===== src/rtl/nav_fixed_pkg.sv =====
// rtl/nav_fixed_pkg.sv - shared fixed-point helpers and state encoding for the nav solver blocks
// Contents: FIX_MAX_W working width, state_t FSM encoding, clog2, fixed_shift, fixed_sat.
package nav_fixed_pkg;

  // Wide enough for any accumulator we build (2*W + clog2(N) + 1) at W up to ~60.
  localparam int FIX_MAX_W = 128;

  typedef enum logic [1:0] {
    ST_IDLE = 2'd0,
    ST_MAC  = 2'd1,
    ST_DONE = 2'd2
  } state_t;

  // Ceiling log2; clog2(1) = 0.
  function automatic int clog2(input int value);
    int r;
    r = 0;
    for (int k = 0; k < 31; k++) begin
      if ((1 << k) < value) r = k + 1;
    end
    return r;
  endfunction

  // Arithmetic right shift: floor division by 2^bin_pos, no rounding.
  function automatic logic signed [FIX_MAX_W-1:0] fixed_shift(
    input logic signed [FIX_MAX_W-1:0] value,
    input int                          bin_pos
  );
    return value >>> bin_pos;
  endfunction

  // Clamp to the signed range of a width-bit word.
  function automatic logic signed [FIX_MAX_W-1:0] fixed_sat(
    input logic signed [FIX_MAX_W-1:0] value,
    input int                          width
  );
    logic signed [FIX_MAX_W-1:0] hi;
    logic signed [FIX_MAX_W-1:0] lo;
    hi = (FIX_MAX_W'(1) <<< (width - 1)) - FIX_MAX_W'(1);
    lo = ~hi;
    if (value > hi) return hi;
    if (value < lo) return lo;
    return value;
  endfunction

endpackage


===== src/rtl/matvec_solve_if.sv =====
// rtl/matvec_solve_if.sv - request/response bundle between a solve client and matvec_solve
// Signals: start/ready handshake, complete, matrix and vec operands, singular_in,
// result, overflow, singular_out. master = client side, slave = matvec_solve side.
interface matvec_solve_if #(
  parameter int DATA_WIDTH  = 32,
  parameter int MATRIX_SIZE = 3
);
  logic                                            start;
  logic                                            ready;
  logic                                            complete;
  logic [MATRIX_SIZE*MATRIX_SIZE*DATA_WIDTH-1:0]   matrix;
  logic [MATRIX_SIZE*DATA_WIDTH-1:0]               vec;
  logic                                            singular_in;
  logic [MATRIX_SIZE*DATA_WIDTH-1:0]               result;
  logic                                            overflow;
  logic                                            singular_out;

  modport master (
    output start, matrix, vec, singular_in,
    input  ready, complete, result, overflow, singular_out
  );

  modport slave (
    input  start, matrix, vec, singular_in,
    output ready, complete, result, overflow, singular_out
  );
endinterface


===== src/rtl/fixed_mac.sv =====
// rtl/fixed_mac.sv - signed multiply-accumulate with clear and row-end shift/saturate
// Ports: clk, rst (async active-low), clr (zero accumulator), en (accumulate a*b),
// row_end (this term closes a row; accumulator restarts at zero), a, b (signed operands),
// row_value (shifted, saturated acc+a*b), row_clip (row_value was clipped).
module fixed_mac
  import nav_fixed_pkg::*;
#(
  parameter int DATA_WIDTH  = 32,
  parameter int BIN_POS     = 16,
  parameter int MATRIX_SIZE = 3
) (
  input  logic                         clk,
  input  logic                         rst,
  input  logic                         clr,
  input  logic                         en,
  input  logic                         row_end,
  input  logic signed [DATA_WIDTH-1:0] a,
  input  logic signed [DATA_WIDTH-1:0] b,
  output logic        [DATA_WIDTH-1:0] row_value,
  output logic                         row_clip
);
  localparam int PW = 2 * DATA_WIDTH;
  // N products of PW bits each cannot wrap this accumulator.
  localparam int AW = PW + clog2(MATRIX_SIZE) + 1;

  logic signed [PW-1:0]        prod;
  logic signed [AW-1:0]        acc;
  logic signed [AW-1:0]        acc_next;
  logic signed [FIX_MAX_W-1:0] shifted;
  logic signed [FIX_MAX_W-1:0] clamped;

  always_comb begin
    prod     = PW'(a) * PW'(b);
    acc_next = acc + {{(AW-PW){prod[PW-1]}}, prod};
    shifted  = fixed_shift({{(FIX_MAX_W-AW){acc_next[AW-1]}}, acc_next}, BIN_POS);
    clamped  = fixed_sat(shifted, DATA_WIDTH);
    row_value = clamped[DATA_WIDTH-1:0];
    row_clip  = (clamped != shifted);
  end

  always_ff @(posedge clk or negedge rst) begin
    if (!rst) begin
      acc <= '0;
    end else if (clr) begin
      acc <= '0;
    end else if (en) begin
      acc <= row_end ? '0 : acc_next;
    end
  end
endmodule


===== src/rtl/matvec_solve.sv =====
// rtl/matvec_solve.sv - x = inv * b via one time-multiplexed fixed-point MAC (N*N cycles)
// Ports: clk, rst (async active-low), bus (matvec_solve_if.slave): start/ready accept a solve,
// matrix/vec/singular_in are captured on acceptance, complete qualifies result/overflow/singular_out.
module matvec_solve
  import nav_fixed_pkg::*;
#(
  parameter int DATA_WIDTH  = 32,
  parameter int BIN_POS     = 16,
  parameter int MATRIX_SIZE = 3
) (
  input logic           clk,
  input logic           rst,
  matvec_solve_if.slave bus
);
  localparam int N   = MATRIX_SIZE;
  localparam int W   = DATA_WIDTH;
  localparam int IW  = (clog2(N) > 0) ? clog2(N) : 1;
  localparam int MIW = clog2(N*N*W);
  localparam int VIW = clog2(N*W);
  localparam logic [IW-1:0] LAST = IW'(N - 1);
  localparam logic [IW-1:0] ONE  = IW'(1);

  state_t              state;
  state_t              state_next;
  logic [IW-1:0]       i;
  logic [IW-1:0]       j;
  logic [N*N*W-1:0]    m_q;
  logic [N*W-1:0]      v_q;
  logic [N*W-1:0]      result_q;
  logic                overflow_q;
  logic                singular_q;
  // Holds complete low for one cycle after a singular capture so it rises after edge k+1.
  logic                settle_q;

  logic                accept;
  logic                mac_active;
  logic                row_end;
  logic                last_term;
  logic [MIW-1:0]      m_base;
  logic [VIW-1:0]      v_base;
  logic [VIW-1:0]      r_base;
  logic signed [W-1:0] m_elem;
  logic signed [W-1:0] v_elem;
  logic [W-1:0]        row_value;
  logic                row_clip;

  always_comb begin
    mac_active = (state == ST_MAC);
    accept     = bus.start && !mac_active;
    row_end    = mac_active && (j == LAST);
    last_term  = row_end && (i == LAST);
    m_base     = MIW'((int'(i) * N + int'(j)) * W);
    v_base     = VIW'(int'(j) * W);
    r_base     = VIW'(int'(i) * W);
    m_elem     = m_q[m_base +: W];
    v_elem     = v_q[v_base +: W];
  end

  always_ff @(posedge clk or negedge rst) begin
    if (!rst) state <= ST_IDLE;
    else      state <= state_next;
  end

  always_comb begin
    state_next   = state;
    bus.ready    = 1'b1;
    bus.complete = 1'b0;
    case (state)
      ST_IDLE: begin
        if (accept) state_next = bus.singular_in ? ST_DONE : ST_MAC;
      end
      ST_MAC: begin
        bus.ready = 1'b0;
        if (last_term) state_next = ST_DONE;
      end
      ST_DONE: begin
        bus.complete = !settle_q;
        if (accept) state_next = bus.singular_in ? ST_DONE : ST_MAC;
      end
      default: state_next = ST_IDLE;
    endcase
  end

  always_ff @(posedge clk or negedge rst) begin
    if (!rst) begin
      i          <= '0;
      j          <= '0;
      m_q        <= '0;
      v_q        <= '0;
      result_q   <= '0;
      overflow_q <= 1'b0;
      singular_q <= 1'b0;
      settle_q   <= 1'b0;
    end else begin
      settle_q <= 1'b0;
      if (accept) begin
        m_q        <= bus.matrix;
        v_q        <= bus.vec;
        singular_q <= bus.singular_in;
        settle_q   <= bus.singular_in;
        result_q   <= '0;
        overflow_q <= 1'b0;
        i          <= '0;
        j          <= '0;
      end else if (mac_active) begin
        if (row_end) begin
          result_q[r_base +: W] <= row_value;
          if (row_clip) overflow_q <= 1'b1;
          j <= '0;
          i <= last_term ? '0 : i + ONE;
        end else begin
          j <= j + ONE;
        end
      end
    end
  end

  assign bus.result       = result_q;
  assign bus.overflow     = overflow_q;
  assign bus.singular_out = singular_q;

  fixed_mac #(
    .DATA_WIDTH  (DATA_WIDTH),
    .BIN_POS     (BIN_POS),
    .MATRIX_SIZE (MATRIX_SIZE)
  ) u_mac (
    .clk       (clk),
    .rst       (rst),
    .clr       (accept),
    .en        (mac_active),
    .row_end   (row_end),
    .a         (m_elem),
    .b         (v_elem),
    .row_value (row_value),
    .row_clip  (row_clip)
  );
endmodule


===== src/flat_wrapper.sv =====
// flat-port wrapper written by rule: the top's interface ports become plain ports
module matvec_solve_flat import nav_fixed_pkg::*;
#(
  parameter int DATA_WIDTH  = 32,
  parameter int BIN_POS     = 16,
  parameter int MATRIX_SIZE = 3
)
  (clk, rst, bus_start, bus_matrix, bus_vec, bus_singular_in, bus_ready, bus_complete, bus_result, bus_overflow, bus_singular_out);
  matvec_solve_if #(.DATA_WIDTH(DATA_WIDTH), .MATRIX_SIZE(MATRIX_SIZE)) bus_i ();
  input logic clk;
  input logic rst;
  input wire logic [$bits(bus_i.start)-1:0] bus_start;
  input wire logic [$bits(bus_i.matrix)-1:0] bus_matrix;
  input wire logic [$bits(bus_i.vec)-1:0] bus_vec;
  input wire logic [$bits(bus_i.singular_in)-1:0] bus_singular_in;
  output wire logic [$bits(bus_i.ready)-1:0] bus_ready;
  output wire logic [$bits(bus_i.complete)-1:0] bus_complete;
  output wire logic [$bits(bus_i.result)-1:0] bus_result;
  output wire logic [$bits(bus_i.overflow)-1:0] bus_overflow;
  output wire logic [$bits(bus_i.singular_out)-1:0] bus_singular_out;
  assign bus_i.start = bus_start;
  assign bus_i.matrix = bus_matrix;
  assign bus_i.vec = bus_vec;
  assign bus_i.singular_in = bus_singular_in;
  assign bus_ready = bus_i.ready;
  assign bus_complete = bus_i.complete;
  assign bus_result = bus_i.result;
  assign bus_overflow = bus_i.overflow;
  assign bus_singular_out = bus_i.singular_out;
  matvec_solve #(.DATA_WIDTH(DATA_WIDTH), .BIN_POS(BIN_POS), .MATRIX_SIZE(MATRIX_SIZE)) u_core (.clk(clk), .rst(rst), .bus(bus_i));
endmodule

===== config.mk =====
export PLATFORM = sky130hd
export DESIGN_NAME = matvec_solve_flat
export DESIGN_NICKNAME = d
export VERILOG_FILES = /design/src/rtl/nav_fixed_pkg.sv /design/src/rtl/matvec_solve_if.sv /design/src/rtl/fixed_mac.sv /design/src/rtl/matvec_solve.sv /design/src/flat_wrapper.sv
export SDC_FILE = /design/constraint.sdc
export NUM_CORES = 2
export LEC_CHECK = 0
export CAP_MARGIN = 20
export CORE_ASPECT_RATIO = 1.5
export CORE_UTILIZATION = 57
export DETAILED_ROUTE_END_ITERATION = 10
export PLACE_DENSITY = 0.87
export SLEW_MARGIN = 20
export SYNTH_ARGS = -nofsm -noshare
export SYNTH_HDL_FRONTEND = slang
export SYNTH_SLANG_ARGS = --single-unit

===== constraint.sdc =====
create_clock -name clk -period 24.6 [get_ports clk]
set_input_delay 4.92 -clock clk [delete_from_list [all_inputs] [get_ports clk]]
set_output_delay 4.92 -clock clk [all_outputs]
set_load 0.005 [all_outputs]

==> flow_summary.ini <==
[cells_and_area]
design_area_um2 = 71940
areaGrowthSynthToFinish_pct = 13.69
layout-drive-gt1-share = 0.05272
fin_nets = 9009
mostFrequentLayoutCell = nand2_1
fill_cells = 8454
final_cell_mix = nand2_1, fa_1, inv_1

[clocking]
cts_buffer_depth = 3
cts_setup_buffers = 0
cts-htree-levels = 2
cts_hold_buf = 0
cts_buffers = 54
clk_pin_slew_worst_paths_ps = 70
worstSkewPairLatency_ps = 680
cts_resized = 0
cts_tree = built
clkSinkCount = 556
cts_root_buf = clkbuf_16

[logic_synthesis]
yosys.cell_types.count = 77
ys_seq_elements = 556
synth_edf_count = 0
synth_area_um2 = 63280
synth-seq-area-share = 0.2199
ys_top_cells_by_area = fa_1, dfrtp_1, nand2_1, inv_1, ha_1
ys_warn_count = 0
synthesis.instances = 6968
synth_top_area_share = 0.3433
synth_area_per_cell_um2 = 9.081
synth_ff_type = dfrtp_1
synth_area_leader_cell = fa_1
synth.net_count = 8701
synth_async_sr_flop_share = 1.000

[global_route]
grt_pass1_wl_mm = 338.9
grt_overflow_total = 0
grt_pass1_vias = 58580
grt_max_degree = 244
grtUsageTotal = 0.4064
antenna_found_initial = 52

[critical_path]
critPathCaptureType = flop
critical_path.slowest_cell = a22o_1
cp.arrival_ps = 16700
cp_common_cell = fa_1
critPathCapture = u_core.bus.result[11]
setup.worst_path.start = u_core.i[0]
cp_top_family = adder cells
r2r_cells = 48
reg2reg_from = u_core.i[0]
r2r_end = u_core.bus.result[11]
rrSetupSlack_ps = 8500
crit_buf_inv = 9
worst_ep_required_time_ps = 25200
worstSetupPathType = reg -> reg
slowest_delay_ps = 920
crit_cells = 48
crit_path_start_kind = flop
crit_fanout = 62

[sta]
finalCritPeriodShare = 0.6545
rsz0062_at_grt = no
drv_slew = 0
relSlewSlack = 0.1428
worst_pin_slew_ps = 1286
finalClockSkew_ps = 93.20
hold_violations = 0
setup_viol = 0
min_period_ps = 16100
tns_ps = 0
max_freq_ghz = 0.06211

[route]
wl_per_cell_um = 25.10
routed_wl_mm = 220.8
drt_iter0_markers = 5674
vias = 53980
drc = 0
antenna_left = 0
viasPerCell = 6.135
drt_first_pass_iters = 7

[place]
portBuffers = 487
hpwl_mm = 170.7
post_dp_cell_area_um2 = 69830
gp_congestion = 1.037

[floorplanning]
die-area_um2 = 112400
num_rows = 149
initial_utilization = 0.5753
die_w_um = 274.0
num_io_pins = 488
coreArea_um2 = 110000
die_h_um = 410.1

[run]
drv_cap = 0

[hold_path]
min_path_type = reg -> reg

[status]
status = complete, no violations
[routing by layer]
layer  vias up  part of all wire  track usage
met1     27010              0.31       0.4392
met5         -           0.00071            0
met4        22              0.11       0.3553
li1      22260                 -            -
met2      3375              0.48       0.6644
met3      1305             0.094      0.09754
[through the flow]
step             util  worst slack (ps)  cells  hold WS [ps]
2_1_floorplan       -              9666   6968         440.3
3_3_place_gp   0.6349              8754   8653         453.1
3_5_place_dp   0.6349              8469   8653         457.9
4_1_cts        0.6527              8268   8755         474.1
5_1_grt        0.6539              7660   8794         494.5
6_report       0.6540              8499   8798         471.8
[cells by family after synthesis]
kind of cell / share of synthesized area
fa+ha+maj: 0.3947
xor+xnor: 0.01780
simple gates: 0.1664
flops: 0.2199
buf+inv: 0.08295
mux: 0.03433
compound gates: 0.08398
[how the worst min path moves through the flow]
stage          slack, ps             from  cells after the start               to
5_1_grt              490  u_core.m_q[245]                      2  u_core.m_q[245]
3_3_place_gp         450  u_core.m_q[192]                      2  u_core.m_q[192]
6_report             470  u_core.m_q[245]                      2  u_core.m_q[245]
3_5_place_dp         460   u_core.m_q[57]                      2   u_core.m_q[57]
4_1_cts              470  u_core.m_q[217]                      2  u_core.m_q[217]
2_1_floorplan        440  u_core.m_q[169]                      2  u_core.m_q[169]
[cell type report]
| cell class | instances | area (um^2) | area share |
|---|---|---|---|
| Sequential cell | 556 | 13920 | 0.1934 |
| Clock buffer | 73 | 1533 | 0.02131 |
| Antenna cell | 42 | 105.1 | 0.001461 |
| Clock inverter | 29 | 429.2 | 0.005966 |
| Inverter | 1030 | 3866 | 0.05375 |
| Multi-Input combinational cell | 5016 | 44380 | 0.6169 |
| Tap cell | 1434 | 1794 | 0.02494 |
| Timing Repair Buffer | 618 | 5912 | 0.08218 |
[synthesized netlist by cell type (15+ instances only)]
library cell     n
mux2_2          32
o21ai_0        124
xor2_1          58
nand2b_1        32
nor4_1          15
a22o_1          75
a211oi_1        21
nand3_1         22
nor2b_1         16
mux2i_1         37
a21oi_1        195
clkbuf_1       342
fa_1          1085
nor3_1          30
a22oi_1         33
xnor2_1         68
and2_1          20
a21o_1          77
a221o_1         92
nand4_1         36
dfrtp_1        556
o21bai_1        26
ha_1           260
inv_1         1029
o21a_1          15
o211ai_1        16
buf_1           17
mux4_2          64
nor2_1         653
nand2_1       1774
[registers in the layout (all words and copies together), names as in the netlist]
register                 flops
u_core.m_q                 288
u_core.bus.result           96
u_core.v_q                  96
u_core.u_mac.acc            67
u_core.i                     2
u_core.j                     2
u_core.state                 2
u_core.bus.overflow          1
u_core.bus.singular_out      1
u_core.settle_q              1
[worst register-to-register path: cells and delay by family, from the launching register on]
family,cells,cell delay [ps]
flip-flops,1,490
AO/OA/AOI/OAI,18,4970
buffers and inverters,9,2010
XOR/XNOR,2,590
adder cells (fa/ha/maj),14,6770
multiplexers,1,100
AND/OR/NAND/NOR,4,1120
Power is not shown: default switching activity piles up to over one toggle a cycle in this logic, so the estimate is an artifact.
